**src/rtl/gated_count_ctrl.sv**
```systemverilog
// Measurement sequencer: start -> holdoff -> counting gate -> result held on a
// valid/ready port. Count either wraps (sticky overflow) or saturates at max.
module gated_count_ctrl #(
  parameter int CNT_WIDTH = 32,
  parameter int LEN_WIDTH = 16
) (
  input  logic                 clk,
  input  logic                 reset,
  input  logic                 start,
  input  logic                 abort,
  input  logic [LEN_WIDTH-1:0] holdoff_len,
  input  logic [LEN_WIDTH-1:0] gate_len,
  input  logic                 sat_mode,
  input  logic                 event_in,
  output logic                 busy,
  output logic                 out_valid,
  input  logic                 out_ready,
  output logic [CNT_WIDTH-1:0] cnt_out,
  output logic                 overflow
);

  typedef enum logic [1:0] {
    S_IDLE,
    S_HOLDOFF,
    S_GATE,
    S_REPORT
  } state_t;

  localparam logic [CNT_WIDTH-1:0] CNT_MAX = '1;

  state_t               state_q, state_d;
  logic [LEN_WIDTH-1:0] timer_q, timer_d;
  logic [LEN_WIDTH-1:0] gate_len_q, gate_len_d;
  logic                 sat_q, sat_d;
  logic [CNT_WIDTH-1:0] cnt_q, cnt_d;
  logic                 ovf_q, ovf_d;

  // NOTE: every next-value is defaulted to its current value first, so no
  // path through the case statement can leave one unassigned and infer a latch.
  always_comb begin
    state_d    = state_q;
    timer_d    = timer_q;
    gate_len_d = gate_len_q;
    sat_d      = sat_q;
    cnt_d      = cnt_q;
    ovf_d      = ovf_q;

    unique case (state_q)
      S_IDLE: begin
        if (start && !abort) begin
          gate_len_d = gate_len;
          sat_d      = sat_mode;
          cnt_d      = '0;
          ovf_d      = 1'b0;
          if (holdoff_len != '0) begin
            state_d = S_HOLDOFF;
            timer_d = holdoff_len;
          end else if (gate_len != '0) begin
            state_d = S_GATE;
            timer_d = gate_len;
          end else begin
            state_d = S_REPORT;
            timer_d = '0;
          end
        end
      end

      // timer holds the cycles remaining in the current phase, including this one
      S_HOLDOFF: begin
        timer_d = timer_q - 1'b1;
        if (timer_q == 1) begin
          if (gate_len_q != '0) begin
            state_d = S_GATE;
            timer_d = gate_len_q;
          end else begin
            state_d = S_REPORT;
          end
        end
      end

      S_GATE: begin
        timer_d = timer_q - 1'b1;
        if (event_in) begin
          if (cnt_q == CNT_MAX) begin
            if (!sat_q) cnt_d = '0;
            ovf_d = 1'b1;
          end else begin
            cnt_d = cnt_q + 1'b1;
            if (sat_q && (cnt_q == CNT_MAX - 1'b1)) ovf_d = 1'b1;
          end
        end
        if (timer_q == 1) state_d = S_REPORT;
      end

      S_REPORT: begin
        if (out_ready) state_d = S_IDLE;
      end

      default: state_d = S_IDLE;
    endcase

    // abort outside IDLE discards the measurement, including a pending handshake
    if (abort && (state_q != S_IDLE)) begin
      state_d = S_IDLE;
      timer_d = '0;
      cnt_d   = '0;
      ovf_d   = 1'b0;
    end
  end

  // NOTE: state registers use non-blocking assignments so every flop samples
  // the pre-edge values regardless of process evaluation order.
  always_ff @(posedge clk) begin
    if (reset) begin
      state_q    <= S_IDLE;
      timer_q    <= '0;
      gate_len_q <= '0;
      sat_q      <= 1'b0;
      cnt_q      <= '0;
      ovf_q      <= 1'b0;
    end else begin
      state_q    <= state_d;
      timer_q    <= timer_d;
      gate_len_q <= gate_len_d;
      sat_q      <= sat_d;
      cnt_q      <= cnt_d;
      ovf_q      <= ovf_d;
    end
  end

  assign busy      = (state_q != S_IDLE);
  assign out_valid = (state_q == S_REPORT);
  assign cnt_out   = cnt_q;
  assign overflow  = ovf_q;

endmodule

```
**config.mk**
```make
export PLATFORM = sky130hd
export DESIGN_NAME = gated_count_ctrl
export DESIGN_NICKNAME = d
export VERILOG_FILES = /design/src/rtl/gated_count_ctrl.sv
export SDC_FILE = /design/constraint.sdc
export NUM_CORES = 1
export LEC_CHECK = 0
export BUFFER_PORTS_ARGS = -buffer_cell sky130_fd_sc_hd__buf_2
export CAP_MARGIN = 20
export CORE_ASPECT_RATIO = 1.75
export CORE_MARGIN = 4
export CORE_UTILIZATION = 50
export DETAILED_ROUTE_END_ITERATION = 8
export PLACE_DENSITY_LB_ADDON = 0.08
export REMOVE_ABC_BUFFERS = 1
export SYNTH_ARGS = -nofsm -noshare
export SYNTH_HDL_FRONTEND = slang
export SYNTH_SLANG_ARGS = --single-unit
```
**constraint.sdc**
```tcl
create_clock -name clk -period 3.9 [get_ports clk]
set_input_delay 0.78 -clock clk [delete_from_list [all_inputs] [get_ports clk]]
set_output_delay 0.78 -clock clk [all_outputs]
set_load 0.005 [all_outputs]
```
# Word-level counts from Yosys, hierarchy flattened
# Cells that the tools add are included.
[totals]
regBits = 68
input_bits = 39
output_inout_bits = 35
elab_cells = 62
[op_classes]
n_addsub = 2
eq_ne = 13
n_mux = 24
reduce_logical = 17
[op_table]
columns = ["cell", "n"]
rows = [
  ["$mux 32", 4],
  ["$mux 16", 5],
  ["$eq 32x32->1 const B", 2],
  ["$pmux 32 s2", 1],
  ["$pmux 16 s3", 1],
  ["$reduce_bool 16->1", 3],
  ["$add 32x1->32 const B", 1],
  ["$eq 16x1->1 const B", 1],
  ["$sub 16x1->16 const B", 1],
  ["$reduce_and 4->1", 3],
  ["$mux 2", 5],
  ["$ne 2x2->1 const B", 4],
  ["$pmux 2 s4", 1],
  ["$mux 1", 6],
  ["$ne 3x3->1 const B", 2],
  ["$eq 2x2->1 const B", 2],
  ["$reduce_and 2->1", 2],
  ["$reduce_bool 2->1", 2],
  ["$logic_and 1x1->1", 3],
  ["$reduce_bool 3->1", 1],
  ["$eq 2x1->1 const B", 1],
  ["$logic_not 2->1", 1],
  ["$ne 2x1->1 const B", 1],
  ["$pmux 1 s2", 1],
  ["2 further kinds", 2],
]

# Depth between registers and ports, before layout
# Gate-level depths: netlist of run 1.
[depth]
ltp_word = 6
depth_mapped = 10
ltp_nobuf = 8

# Worst setup path before layout of run 1
# Ideal clock, no wire load.
[synth_timing]
path_type = "input port to flip-flop"
start = "input abort"
end = "register cnt_q[17], in the netlist cnt_out[17]"
setup_ps = 117
t_arrival_ps = 2117
t_required_ps = 3783
path_slack_ps = 1666
path_stages = 8
path_buffers = 2
cell_sequence = "nand2b_1 buf_2 a2111oi_0 buf_2 nand4_1 nor2b_1 xnor2_1 nor2_1"
[synth_via]
elab_chain_cells = 4
word_cells_on_any_way = 6
cone_classes = "eq/ne: 1; reduce/logical: 5"
[synth_rtl]
columns = ["item", "line_no", "text"]
rows = [
  ["start: declaration", "10", "input logic abort,"],
  ["$logic_not 1->1", "50", "if (start && !abort) begin"],
  ["$logic_and 1x1->1", "50", ""],
  ["$ne 2x2->1 (no line)", "-", ""],
  ["$reduce_and 4->1 (no line)", "-", ""],
  ["end signal: assignment", "126", "cnt_q <= cnt_d;"],
  ["end: declaration", "35", "logic [CNT_WIDTH-1:0] cnt_q, cnt_d;"],
]
# Parallel ways exist; a longest one is shown, timed or not.
# A chain may end at the register's enable or synchronous reset.

# Worst setup path in the final report of run 1
[layout_timing]
start = "register gate_len_q[5]"
end = "register timer_q[2]"
[layout_via]
elab_chain_cells = 4
[layout_rtl]
columns = ["item", "line_no", "text"]
rows = [
  ["start: declaration", "33", "logic [LEN_WIDTH-1:0] gate_len_q, gate_len_d;"],
  ["start signal: assignment", "124", "gate_len_q <= gate_len_d;"],
  ["$reduce_bool 16->1", "72", "if (gate_len_q != '0) begin"],
  ["$mux 16", "72", ""],
  ["$mux 16", "71", "if (timer_q == 1) begin"],
  ["$pmux 16 s3", "48", "unique case (state_q)"],
  ["end signal: assignment", "123", "timer_q <= timer_d;"],
  ["end: declaration", "32", "logic [LEN_WIDTH-1:0] timer_q, timer_d;"],
]
# No other way between the ends.

==> results of run 1 <==
## stage by stage
stage                     hold slack (ns)  total power, W  setup slack (ns)   util
final                               0.484         0.00339              1.03  0.615
after global routing                0.497         0.00358             0.899  0.615
after CTS                           0.481         0.00338              1.11  0.615
after detailed placement            0.460         0.00242             0.938  0.571
after global placement              0.460         0.00240              1.08  0.571
after floorplan                     0.443         0.00198             0.589      -
## per-layer routing
metal,GRT usage,up-vias
met1,0.263,1963
met3,0.0464,57
met2,0.472,164
li1,-,2015
met4,0.191,0
met5,0,-
## final cells by class
cell class | instances | area share
timing repair buffer | 83 | 0.0899
multi-input combinational | 405 | 0.528
tap | 90 | 0.0230
sequential | 68 | 0.278
inverter | 13 | 0.00996
clock inverter | 6 | 0.0227
clock buffer | 10 | 0.0488
## where the power goes
part	leakage (nW)	switching [W]	internal (W)
registers	0.552	0.000119	0.000776
logic	1.24	0.000959	0.000586
clock network	0.169	0.000312	0.000642
total	1.96	0.00139	0.00200
## worst max-delay path: stages, from the launching register on
cell and delay [ns]:
dfxtp_1 0.33, nor4_1 0.54, and4_1 0.31, or2_1 0.42, a21o_1 0.58, o21ai_0 0.28
o32ai_1 0.30
## kinds of logic after synthesis
kind of cell    after synthesis  share of synthesized area
simple gates                235                      0.291
compound gates              124                      0.224
flops                        68                      0.330
buf+inv                      41                     0.0440
xor+xnor                     32                     0.0680
fa+ha+maj                     9                     0.0273
mux                           5                     0.0158
## sequential cells by signal, summed over array words and instances, names as in the netlist
signal      count
cnt_out        32
sat_q           1
gate_len_q     16
timer_q        16
overflow        1
state_q         2
## layout by cell type, fill, tap and decap left out, types with 5 or more instances in the layout
cell / n
nand2_1: 76
a221oi_2: 8
a211o_1: 10
inv_1: 12
a221oi_1: 6
xor2_1: 18
and3_1: 10
nor4_1: 18
nor3_1: 14
nand2b_1: 8
dfxtp_1: 68
a31oi_1: 5
a21o_1: 10
nand3_1: 15
clkbuf_16: 9
xnor2_1: 14
o21ai_0: 10
or3_1: 5
and4_1: 5
a21oi_1: 41
ha_1: 9
buf_2: 73
nor2_1: 47
a22oi_1: 7
buf_4: 10
nand4_1: 17
a211oi_1: 6
## worst paths after layout
check                              startpoint       endpoint  slack [ns]  depth (start not counted)
worst min register to register  gate_len_q[2]  gate_len_q[2]        0.48                          2
worst min-delay path            gate_len_q[2]  gate_len_q[2]        0.48                          2
worst max register to register  gate_len_q[5]     timer_q[2]        1.03                          6
worst max-delay path            gate_len_q[5]     timer_q[2]        1.03                          6
==> metrics.cfg, run 1 <==
[global_routing]
antenna_found_initial = 0
grt_max_degree = 24
grt_pass1_vias = 4254
grt_pass1_wl_mm = 20.4
grt-ovfl-total = 0
grt_util_all_layers = 0.260

[die]
io_pins = 74
initial_utilization = 0.518
core_area_um2 = 7960
dieArea_um2 = 9820
dieWidth_um = 76.7
die_y_um = 128
rows = 43

[pwr]
p_leak_nw = 1.96
max-vdd-ir-drop_mv = 0.366
power.density_nw_per_um2 = 693

[sta]
relSlewSlack = 0.487
rsz0062_at_grt = no
finalCriticalPeriod_ns = 2.87
tightest_slew_ns = 0.770
fmax_ghz = 0.348
skew_ns = 0.00595
drv_slew = 0
final-hold-violation-count = 0
finalSetupViolations = 0
fin_setup_tns_ns = 0
timing.final.crit_share = 0.736

[detailed_routing]
dr_wl_met3_um = 588
vias_per_cell = 6.22
wl_per_cell_um = 18.7
wl_mm = 12.6
drt_iter0_drc = 304
met1Wirelength_mm = 4.76
drtPass1Iterations = 5
highest_layer = met4
vias = 4199
route.detailed.drc = 0
final_antenna_net_count = 0
wl_met2_mm = 6.51

[finish]
fillers = 751
syn_to_final_growth_pct = 18.8
drive_gt1_frac = 0.212
multi_input_area_um2 = 2590
layout.cells.non_filler = 675
antennaDiodeCount = 0
nets = 628
seq_area_um2 = 1360
fin_area_um2 = 4900

[outcome]
status = finished clean

[setup_path]
cp_max_fo = 11
required_ns = 4.14
cp.arrival_ns = 3.11
worstSetupPathType = flip-flop to flip-flop
start_kind = flip-flop
cp-end-kind = flip-flop

[logic_synthesis]
synth_top_cell_area_share = 0.330
synthArstFlopShare = 0
synth_top_cell_by_area = dfxtp_1
seq_area_frac_synth = 0.330
yosys-top-cells-count = nand2_1, dfxtp_1, nor2_1, a21oi_1
syn_area_um2 = 4120
syn_area_per_cell_um2 = 8.02
synth_seq_cells = 68
synth_cell_types = 58
ys_warn_count = 0
synth.most_common_cell = nand2_1
synth_top_flop_cell = dfxtp_1
synth_area_leaders = dfxtp_1, nand2_1, a21oi_1, nor2_1, xor2_1
synthesis.instances = 514
synth_edf_count = 0

[placed_design]
dpl_cell_area_um2 = 4550
dp_cells = 659
gp_congestion = 0.930
hpwl_mm = 9.38
portBuffers = 73

[clocking]
cts_hold_buf = 0
cts_made_buffers = 9
clkSinkCount = 68
clkTransAtPathRegs_ns = 0.06
cts_root_buf = clkbuf_16
clock_latency_ns = 0.33
cts_resized = 0
postCtsSetupBuffers = 0
cts-htree-levels = 3
cts_tree = yes
cts.path.max_buffers = 2

[min_path]
hold_path_class = flip-flop to flip-flop

[flow_run]
drv_cap = 0

Power figures use the tool's default switching activity.
==> run 2: changes to the inputs <==
Clock period 3.9 ns to 2.5 ns, I/O delays scaled along.
==> metrics.cfg, run 2 (synthesis gave the netlist of run 1 again) <==
[sta]
timing.final.crit_share = 0.949  ; +0.212
finalSetupViolations = 0  ; unchanged
relSlewSlack = 0.618  ; +0.132
skew_ns = 0.00631  ; +0.000359 ns
finalCriticalPeriod_ns = 2.37  ; -0.500 ns
setup_ws_ns = 0.128  ; -0.900 ns
final-hold-violation-count = 0  ; unchanged
tightest_slew_ns = 0.567  ; -0.203 ns
rsz0062_at_grt = no
fmax_ghz = 0.422  ; +21%
drv_slew = 0  ; unchanged

[die]
io_pins = 74  ; unchanged
dieArea_um2 = 9820  ; unchanged
die_y_um = 128  ; unchanged
core_area_um2 = 7960  ; unchanged
dieWidth_um = 76.7  ; unchanged
initial_utilization = 0.518  ; unchanged
rows = 43  ; unchanged

[setup_path]
start_kind = flip-flop
cp-end-kind = flip-flop
crit_chain = nor4_1, nand4_1, or2_1, a21o_1, buf_4, a221oi_2, o31ai_1
cp_slowest_cell = nor4_1
cp_max_fo = 10  ; -1
worstSetupPathType = flip-flop to flip-flop
required_ns = 2.72  ; -1.42 ns
cpPeakStageDelay_ns = 0.48  ; -0.10 ns
cp.arrival_ns = 2.59  ; -0.52 ns

[global_routing]
grt_util_all_layers = 0.278  ; +0.0181
grt_max_degree = 23  ; -4.2%
grt_pass1_wl_mm = 21.5  ; +5.4%
antenna_found_initial = 0  ; unchanged
grt_pass1_vias = 4499  ; +5.8%
grt-ovfl-total = 0  ; unchanged

[pwr]
max-vdd-ir-drop_mv = 0.576  ; +58%
power.density_nw_per_um2 = 1090  ; +58%
p_leak_nw = 2.12  ; +7.9%

[finish]
antennaDiodeCount = 0  ; unchanged
nets = 658  ; +4.8%
fin_area_um2 = 5160  ; +5.2%
largest_reg_flops = 32  ; unchanged
final_cell_mix = nand2_1, buf_2, dfxtp_1, nor2_1, a21oi_1
fillers = 723  ; -3.7%
drive_gt1_frac = 0.252  ; +0.0401
final_common_cell = nand2_1
layout.cells.non_filler = 705  ; +4.4%
syn_to_final_growth_pct = 25.0

[placed_design]
dp_slack_ns = -0.0351  ; -0.973 ns
hpwl_mm = 9.93  ; +5.8%
dp_cells = 686  ; +4.1%
gp_congestion = 0.960  ; +3.2%
dpl_cell_area_um2 = 4750  ; +4.5%
portBuffers = 73  ; unchanged

[clocking]
cts-htree-levels = 3  ; unchanged
cts_root_buf = clkbuf_16
cts.path.max_buffers = 2  ; unchanged
clock_latency_ns = 0.34  ; about the same
cts_made_buffers = 9  ; unchanged
clkSinkCount = 68  ; unchanged
cts_tree = yes
cts_hold_buf = 0  ; unchanged
clkTransAtPathRegs_ns = 0.06  ; about the same

[flow_run]
drv_cap = 0  ; unchanged

[outcome]
status = finished clean

[min_path]
hold_path_class = primary input to flip-flop

[detailed_routing]
wl_mm = 13.4  ; +6.1%
final_antenna_net_count = 0  ; unchanged
route.detailed.drc = 0  ; unchanged
drt_iter0_drc = 468  ; +54%
wl_per_cell_um = 19.0  ; +1.6%
drtPass1Iterations = 5  ; unchanged
vias_per_cell = 6.20  ; -0.40%
vias = 4368  ; +4.0%

run 2: through the flow:
| step | TNS [ns] | util | total power [W] | hold WS [ns] |
|---|---|---|---|---|
| global route | 0 | 0.648 | 0.00595 | 0.426 |
| CTS | 0 | 0.645 | 0.00563 | 0.395 |
| floorplan | -8.95 | - | 0.00309 | 0.443 |
| detailed placement | -0.0351 | 0.597 | 0.00399 | 0.466 |
| finish | 0 | 0.648 | 0.00565 | 0.399 |
| global placement | -0.0481 | 0.597 | 0.00395 | 0.468 |
run 2: timing repair:
action,in CTS,in global routing
resized for setup,1,1
pin swaps,0,1
setup endpoints to repair,1,7
setup buffers,0,3
run 2: critical path: cells and delay by family, from the launching register on:
kind            cells  cell delay [ns]
buf+inv             1             0.20
flops               1             0.34
compound gates      3             0.59
simple gates        3             1.11
run 2: cell type report:
class | instances | area (um^2) | area share
Clock buffer | 10 | 239 | 0.0463
Clock inverter | 6 | 135 | 0.0262
Inverter | 13 | 48.8 | 0.00946
Multi-Input combinational cell | 405 | 2590 | 0.503
Sequential cell | 68 | 1360 | 0.264
Tap cell | 90 | 113 | 0.0218
Timing Repair Buffer | 113 | 666 | 0.129
run 2: path summary, 6_finish.rpt:
path / slack (ns) / startpoint / endpoint / cells past startpoint
worst max-delay path: 0.13 / timer_q[13] / timer_q[0] / 7
worst max register to register: 0.13 / timer_q[13] / timer_q[0] / 7
worst min register to register: 0.48 / gate_len_q[3] / gate_len_q[3] / 2
worst min-delay path: 0.40 / sat_mode / sat_q / 3
run 2: power breakdown:
part | internal (W) | total [W] | switching (W)
logic | 0.00108 | 0.00268 | 0.00159
clock network | 0.00110 | 0.00160 | 0.000497
registers | 0.00121 | 0.00137 | 0.000159
total | 0.00340 | 0.00565 | 0.00225
run 2: routing by layer:
metal  vias to the layer above  global-route usage  part of all wire
met5                         -                   0                 0
met4                         0               0.190             0.058
met3                        51              0.0506             0.051
met2                       163               0.520              0.53
met1                      2073               0.274              0.36
li1                       2081                   -                 -
==> run 3: changes to the inputs <==
Settings changed: MAX_ROUTING_LAYER set to met4.
Clock period 2.5 ns to 2.8 ns, I/O delays scaled along.
==> metrics.cfg, run 3 (synthesis gave the netlist of run 1 again) <==
[global_routing]
grt_util_all_layers = 0.275  ; -0.00311
grt_pass1_wl_mm = 20.8  ; -3.2%
met3_usage = 0.0570  ; +0.00633
antenna_found_initial = 0  ; unchanged
grt_pass1_vias = 4285  ; -4.8%
grt.busiest_layer = met2
grt_max_degree = 24  ; +4.3%
grtUsageMet1 = 0.270  ; -0.00405
grt-ovfl-total = 0  ; unchanged
globalRouteMet2Util = 0.494  ; -0.0264

[sta]
skew_ns = 0.00843  ; +0.00212 ns
tightest_slew_ns = 0.724  ; +0.157 ns
timing.final.crit_share = 0.869  ; -0.0797
drv_slew = 0  ; unchanged
rsz0062_at_grt = no
fmax_ghz = 0.411  ; -2.5%
relSlewSlack = 0.515  ; -0.103
finalCriticalPeriod_ns = 2.43  ; +0.0614 ns
final-hold-violation-count = 0  ; unchanged
finalSetupViolations = 0  ; unchanged

[detailed_routing]
vias_per_cell = 6.18  ; -0.21%
drt_iter0_drc = 312  ; -33%
wl_per_cell_um = 18.6  ; -2.1%
drtPass1Iterations = 5  ; unchanged
vias = 4297  ; -1.6%
wl_mm = 12.9  ; -3.5%
final_antenna_net_count = 0  ; unchanged
route.detailed.drc = 0  ; unchanged

[die]
core_area_um2 = 7960  ; unchanged
dieArea_um2 = 9820  ; unchanged
rows = 43  ; unchanged
die_y_um = 128  ; unchanged
initial_utilization = 0.518  ; unchanged
io_pins = 74  ; unchanged
dieWidth_um = 76.7  ; unchanged

[finish]
drive_gt1_frac = 0.238  ; -0.0140
syn_to_final_growth_pct = 23.4
multi_input_area_um2 = 2590  ; -0.24%
layout.cells.non_filler = 695  ; -1.4%
antennaDiodeCount = 0  ; unchanged
seq_area_um2 = 1360  ; unchanged
nets = 648  ; -1.5%
fillers = 711  ; -1.7%
final_cell_mix = nand2_1, buf_2, dfxtp_1, nor2_1, a21oi_1
final_common_cell = nand2_1
largest_reg_flops = 32  ; unchanged

[setup_path]
cp-end-kind = flip-flop
r2r-start = cnt_out[24]
required_ns = 2.99  ; +0.27 ns
cp_slowest_cell = nand4_1
cp_common_cell = nand4_1
r2r_slack_ns = 0.37  ; +0.24 ns
start_kind = flip-flop
cp.arrival_ns = 2.62  ; +0.03 ns
crit_chain = nand4_1, nor3_1, nand4_1, buf_4, nand4_1, xor2_1, nor2_1
crit_path_start = cnt_out[24]
cp_max_fo = 13  ; +3
cpPeakStageDelay_ns = 0.46  ; -0.02 ns
worstSetupPathType = flip-flop to flip-flop

[flow_run]
drv_cap = 0  ; unchanged

[pwr]
power.density_nw_per_um2 = 977  ; -11%
p_leak_nw = 2.08  ; -1.6%
fin_total_pwr_w = 0.00497  ; -12%
max-vdd-ir-drop_mv = 0.500  ; -13%

[clocking]
cts.path.max_buffers = 2  ; unchanged
clkTransAtPathRegs_ns = 0.06  ; about the same
cts-htree-levels = 3  ; unchanged
cts_root_buf = clkbuf_16
clkSinkCount = 68  ; unchanged
clock_latency_ns = 0.33  ; about the same
postCtsSetupBuffers = 0  ; unchanged
cts_resized = 0  ; -1
cts_made_buffers = 9  ; unchanged
cts_hold_buf = 0  ; unchanged
cts_tree = yes

[min_path]
hp-start = sat_mode
hold_path_class = primary input to flip-flop

[outcome]
status = finished clean

[placed_design]
hpwl_mm = 9.67  ; -2.6%
gp_congestion = 0.986  ; +2.8%
portBuffers = 73  ; unchanged
dp_cells = 679  ; -1.0%

==> run 3: layout make-up <==
type | instances | area share
multi-input combinational | 405 | 0.508
sequential | 68 | 0.268
timing repair buffer | 103 | 0.116
clock buffer | 9 | 0.0443
clock inverter | 7 | 0.0320
tap | 90 | 0.0221
inverter | 13 | 0.00959
==> run 3: worst paths after layout <==
check | to | cells after the start
min | sat_q | 3
max reg2reg | cnt_out[5] | 7
max | cnt_out[5] | 7
min reg2reg | gate_len_q[2] | 2
==> run 3: power by group <==
part           total [W]  switching, W  internal [W]
combinational    0.00224       0.00136      0.000888
clock            0.00148      0.000434       0.00105
sequential       0.00125      0.000164       0.00108
==> run 3: per-layer routing <==
layer | wire length (um) | part of all wire | vias to the layer above
li1 | - | - | 2055
met1 | 4690 | 0.36 | 2032
met2 | 6900 | 0.53 | 168
met3 | 681 | 0.053 | 42
met4 | 628 | 0.049 | 0
met5 | 0 | 0 | -
==> run 3: critical path, delay by kind of cell, from the launching register on <==
kind | cells | cell delay, ns
xor+xnor | 1 | 0.18
flops | 1 | 0.42
buf+inv | 1 | 0.35
simple gates | 5 | 1.34
==> run 3: metrics by stage <==
stage               instance area (um^2)  setup TNS [ns]   util  worst slack, ns  hold WS, ns
detailed placement                  4700               0  0.590            0.250        0.453
global placement                    4700               0  0.590            0.230        0.463
global route                        5090               0  0.639            0.157        0.478
finish                              5090               0  0.639            0.367        0.462
floorplan                           3990           -4.17      -           -0.441        0.443
CTS                                 5090               0  0.639            0.371        0.458
